==> config.mk <==
export PLATFORM = sky130hd
export DESIGN_NAME = secuenciador_bloques_datos
export DESIGN_NICKNAME = d
export VERILOG_FILES = /design/src/rtl/secuenciador_bloques_datos.sv
export SDC_FILE = /design/constraint.sdc
export NUM_CORES = 1
export LEC_CHECK = 0
export ABC_CLOCK_PERIOD_IN_PS = 1720
export BUFFER_PORTS_ARGS = -buffer_cell sky130_fd_sc_hd__clkbuf_2
export CAP_MARGIN = 20
export CORE_MARGIN = 2
export CORE_UTILIZATION = 30
export CTS_CLUSTER_DIAMETER = 30
export DETAILED_ROUTE_END_ITERATION = 12
export SYNTH_ARGS = -nofsm -noshare
export SYNTH_HDL_FRONTEND = slang
export SYNTH_SLANG_ARGS = --single-unit
export TNS_END_PERCENT = 100
==> constraint.sdc <==
create_clock -name clk -period 1.72 [get_ports clk]
set_input_delay 0.516 -clock clk [delete_from_list [all_inputs] [get_ports clk]]
set_output_delay 0.516 -clock clk [all_outputs]
set_load 0.03 [all_outputs]
==> src/rtl/secuenciador_bloques_datos.sv <==
// -----------------------------------------------------------------------------
// secuenciador_bloques_datos
//
// Control-path sequencer for the data-block enable decoder. A start request
// walks the block-select code through the initialisation phase and then the
// enabled data phases (minutes/seconds, date, time). Each phase is held for
// T_FASE clock cycles. A one-cycle done pulse closes every sequence, whether
// it completes normally or is aborted.
//
// Parameters:
//   T_FASE      cycles each non-idle phase is held (1..255)
//   ANCHO_CONT  width of the phase-hold counter (2**ANCHO_CONT > T_FASE)
//
// Ports:
//   clk           system clock, rising edge
//   reset         synchronous, active-high reset
//   inicio        start request, honoured only while idle
//   cancelar      abort request, honoured in any running phase
//   sel_bloques   phase mask latched at start: [0]=MS, [1]=fecha, [2]=hora
//   Selec_Mux_DD  registered block-select code to the enable decoder
//   ocupado       high while a sequence is running
//   fin           one-cycle pulse when a sequence completes or is aborted
//   fase_actual   encoded FSM state (debug)
// -----------------------------------------------------------------------------
module secuenciador_bloques_datos #(
  parameter int unsigned T_FASE     = 16,
  parameter int unsigned ANCHO_CONT = 8
) (
  input  logic       clk,
  input  logic       reset,
  input  logic       inicio,
  input  logic       cancelar,
  input  logic [2:0] sel_bloques,
  output logic [3:0] Selec_Mux_DD,
  output logic       ocupado,
  output logic       fin,
  output logic [2:0] fase_actual
);

  typedef enum logic [2:0] {
    REPOSO = 3'd0,
    INICIO = 3'd1,
    MS     = 3'd2,
    FECHA  = 3'd3,
    HORA   = 3'd4,
    FIN    = 3'd5
  } estado_t;

  localparam logic [ANCHO_CONT-1:0] CUENTA_MAX = ANCHO_CONT'(T_FASE - 1);

  estado_t               estado_q, estado_d;
  logic [ANCHO_CONT-1:0] cont_q, cont_d;
  logic [2:0]            mascara_q, mascara_d;
  logic [3:0]            sel_q, sel_d;
  logic                  ocupado_q, ocupado_d;
  logic                  fin_q, fin_d;

  // Next phase after the one that just ended, skipping disabled phases so the
  // following enabled code appears with no gap.
  function automatic estado_t siguiente_fase(input estado_t actual,
                                             input logic [2:0] mascara);
    estado_t sig;
    sig = FIN;
    case (actual)
      INICIO: begin
        if      (mascara[0]) sig = MS;
        else if (mascara[1]) sig = FECHA;
        else if (mascara[2]) sig = HORA;
      end
      MS: begin
        if      (mascara[1]) sig = FECHA;
        else if (mascara[2]) sig = HORA;
      end
      FECHA: begin
        if (mascara[2]) sig = HORA;
      end
      default: sig = FIN;
    endcase
    return sig;
  endfunction

  function automatic logic [3:0] codigo(input estado_t e);
    logic [3:0] c;
    case (e)
      INICIO:  c = 4'h1;
      MS:      c = 4'h2;
      FECHA:   c = 4'h3;
      HORA:    c = 4'h4;
      default: c = 4'h0;
    endcase
    return c;
  endfunction

  // NOTE: every variable gets its default before the case statement, so no
  // path leaves one unassigned and no latch is inferred.
  always_comb begin
    estado_d  = estado_q;
    cont_d    = cont_q;
    mascara_d = mascara_q;

    case (estado_q)
      REPOSO: begin
        cont_d = '0;
        if (inicio) begin
          mascara_d = sel_bloques;
          estado_d  = INICIO;
        end
      end
      INICIO, MS, FECHA, HORA: begin
        if (cancelar) begin
          // Abort wins over a phase advance falling on the same cycle.
          cont_d   = '0;
          estado_d = FIN;
        end else if (cont_q == CUENTA_MAX) begin
          cont_d   = '0;
          estado_d = siguiente_fase(estado_q, mascara_q);
        end else begin
          cont_d = cont_q + ANCHO_CONT'(1);
        end
      end
      FIN: begin
        cont_d   = '0;
        estado_d = REPOSO;
      end
      default: begin
        cont_d   = '0;
        estado_d = REPOSO;
      end
    endcase

    // Outputs are decoded from the next state and registered alongside it, so
    // they change exactly with the state and never glitch.
    sel_d     = codigo(estado_d);
    ocupado_d = estado_d inside {INICIO, MS, FECHA, HORA};
    fin_d     = (estado_d == FIN);
  end

  // NOTE: sequential state uses non-blocking assignments only, so every flop
  // samples the pre-edge values regardless of statement order.
  always_ff @(posedge clk) begin
    if (reset) begin
      estado_q  <= REPOSO;
      cont_q    <= '0;
      mascara_q <= 3'b000;
      sel_q     <= 4'h0;
      ocupado_q <= 1'b0;
      fin_q     <= 1'b0;
    end else begin
      estado_q  <= estado_d;
      cont_q    <= cont_d;
      mascara_q <= mascara_d;
      sel_q     <= sel_d;
      ocupado_q <= ocupado_d;
      fin_q     <= fin_d;
    end
  end

  assign Selec_Mux_DD = sel_q;
  assign ocupado      = ocupado_q;
  assign fin          = fin_q;
  assign fase_actual  = estado_q;

endmodule

==> metrics.cfg <==
[run_status]
status = finished, final reports clean

[global_route]
grt_pass1_wl_mm = 2.85
grt_pass1_vias = 654
overflow = 0
busiest_layer = met2
grt.met1_usage = 0.155
grt_use_met3 = 0.0201
grt_use_total = 0.110
antenna_found_initial = 0
grt_use_met2 = 0.164
grt_max_degree = 12

[cts]
post_cts_buffers = 0
root_buffer = clkbuf_4
cts_tree = built
cts_sinks = 19
clk_pin_slew_worst_paths_ns = 0.11
clkLatencyLatePin_ns = 0.30
htreeDepth = 1
cts_inserted_buffers = 3
clockBufferDepth = 2

[cells_and_area]
synthToLayoutAreaGrowth_pct = 16.4
layout_common_cells = 20 x nor2_1, 16 x dfxtp_1, 14 x clkbuf_2
nets = 121
antenna_cells = 0
n_fill_cell = 281
drive_gt1_frac = 0.286
layoutNonFillerInstCount = 143
layout_commonest_cell = nor2_1

[logic_synthesis]
syn_area_sq_um = 883
yosysWarnings = 0
synth_edf_count = 0
synth_nets = 105
yosys_most_used_dff = dfxtp_1
syn_inst = 97
seq_area_frac_synth = 0.431
ys_seq_elements = 19
synth-async-reset-ratio = 0
syn-mean-instance-area_sq_um = 9.11
synth.distinct_cells = 37

[drt]
wl_per_cell_microns = 11.7
first_pass_iters = 4
drt_iter0_drc = 12
routed_wl_mm = 1.68
avgViaCountPerCell = 4.80
ant_nets = 0
drc = 0
vias = 686

[critical_path]
critPathMaxStageDelay_ns = 0.46
end_kind = primary output
worstPathArrival_ns = 1.11
critPathMaxFanout = 8
cp.required_ns = 1.20
slowest_stage = dfxtp_2
crit_chain = buf_4 -> clkbuf_2
crit_type = flip-flop to primary output
cp-start-kind = flip-flop

[sta]
fin_skew_ns = 0.00382
min_period_ns = 1.63
fmax_mhz = 615
hold_viol = 0
finalCritPeriodShare = 0.946
setup-violations-final = 0
drv_slew = 0

[place]
gp_congestion = 0.802
dp_cells = 139
hpwl_mm = 1.25
numPortBuffers = 14

[die]
num_rows = 19
dieWidth_microns = 58.3
die_y_microns = 58.3
dieArea_sq_um = 3390
start_util = 0.318
core_region_area_sq_um = 2780
io_pins = 16

[pwr]
powerDensity_nw_per_um2 = 832
p_leak_nw = 0.398
peakVddDrop_v = 0.000355
power_mw = 0.856

[flow_run]
drv_cap = 0

[worst_hold_path]
hold_path.class = input port to flip-flop

cell families (layout without fill, tap and decap cells):
group                    Yosys count  after routing  synth area share
adder cells (fa/ha/maj)            1              1            0.0142
multiplexers                       2              2            0.0227
buffers and inverters              7             22            0.0481
AO/OA/AOI/OAI                     18             18             0.143
flip-flops                        19             19             0.431
AND/OR/NAND/NOR                   41             41             0.258
XOR/XNOR                           8              8            0.0793
other                              1              1           0.00425
cell type report:
type,instances,area (sq um),share of cell area
Multi-Input combinational cell,71,480,0.467
Sequential cell,19,387,0.376
Timing Repair Buffer,17,92.6,0.0900
Tap cell,31,38.8,0.0377
Clock buffer,4,26.3,0.0255
Inverter,1,3.75,0.00365
sequential cells by signal (all words and copies together), names as in the netlist:
name	cells
Selec_Mux_DD	3
fin	1
mascara_q	3
fase_actual	3
ocupado	1
cont_q	8
power breakdown:
part | switching [mW] | leakage [nW] | internal, mW
logic | 0.0907 | 0.226 | 0.0499
clock network | 0.141 | 0.0150 | 0.0904
registers | 0.0224 | 0.156 | 0.461
total | 0.254 | 0.398 | 0.601
per-layer routing:
layer,part of all wire,wire length [microns],vias to the layer above
met5,0,0,-
met2,0.45,750,15
met1,0.49,820,302
met4,0.016,27,0
met3,0.046,77,5
li1,-,-,364
stage by stage:
stage | setup TNS, ns | cell area [sq um] | setup slack (ns) | hold slack, ns | util
CTS | 0 | 1010 | 0.00785 | 0.450 | 0.362
finish | 0 | 1030 | 0.0930 | 0.437 | 0.370
floorplan | 0 | 886 | 0.0830 | 0.418 | -
global placement | 0 | 978 | 0.142 | 0.431 | 0.352
detailed placement | 0 | 978 | 0.0133 | 0.444 | 0.352
global route | -0.0185 | 1030 | -0.0185 | 0.461 | 0.370
worst max-delay path: cells and delay by family (launching register included):
family   cells  cell delay [ns]
buf+inv      2             0.35
flops        1             0.46
worst paths after layout:
path | startpoint | end | slack, ns | cells past startpoint
worst max-delay path | fase_actual[1] | fase_actual[1] | 0.09 | 2
worst min-delay path | sel_bloques[2] | mascara_q[2] | 0.44 | 3
worst max register to register | cont_q[0] | ocupado | 0.12 | 6
worst min register to register | cont_q[0] | cont_q[0] | 0.46 | 1
Yosys cell counts, drive strengths merged, types with 2 or more instances:
cell | instances | area share
xor2 | 4 | 0.040
or3 | 2 | 0.014
a31oi | 2 | 0.014
a211oi | 2 | 0.023
a21oi | 5 | 0.033
nor3 | 4 | 0.028
dfxtp | 19 | 0.43
mux2i | 2 | 0.023
nor2 | 21 | 0.098
nand3 | 2 | 0.011
o21ai | 3 | 0.017
clkbuf | 2 | 0.0085
and3 | 3 | 0.021
buf | 4 | 0.035
xnor2 | 4 | 0.040
nand2 | 4 | 0.020
repair_timing:
| action | 4_1_cts | 5_1_grt |
|---|---|---|
| resized for setup | 1 | 5 |
| hold buffers | 0 | 0 |
| setup endpoints to repair | 1 | 4 |
Power figures use the tool's default switching activity.
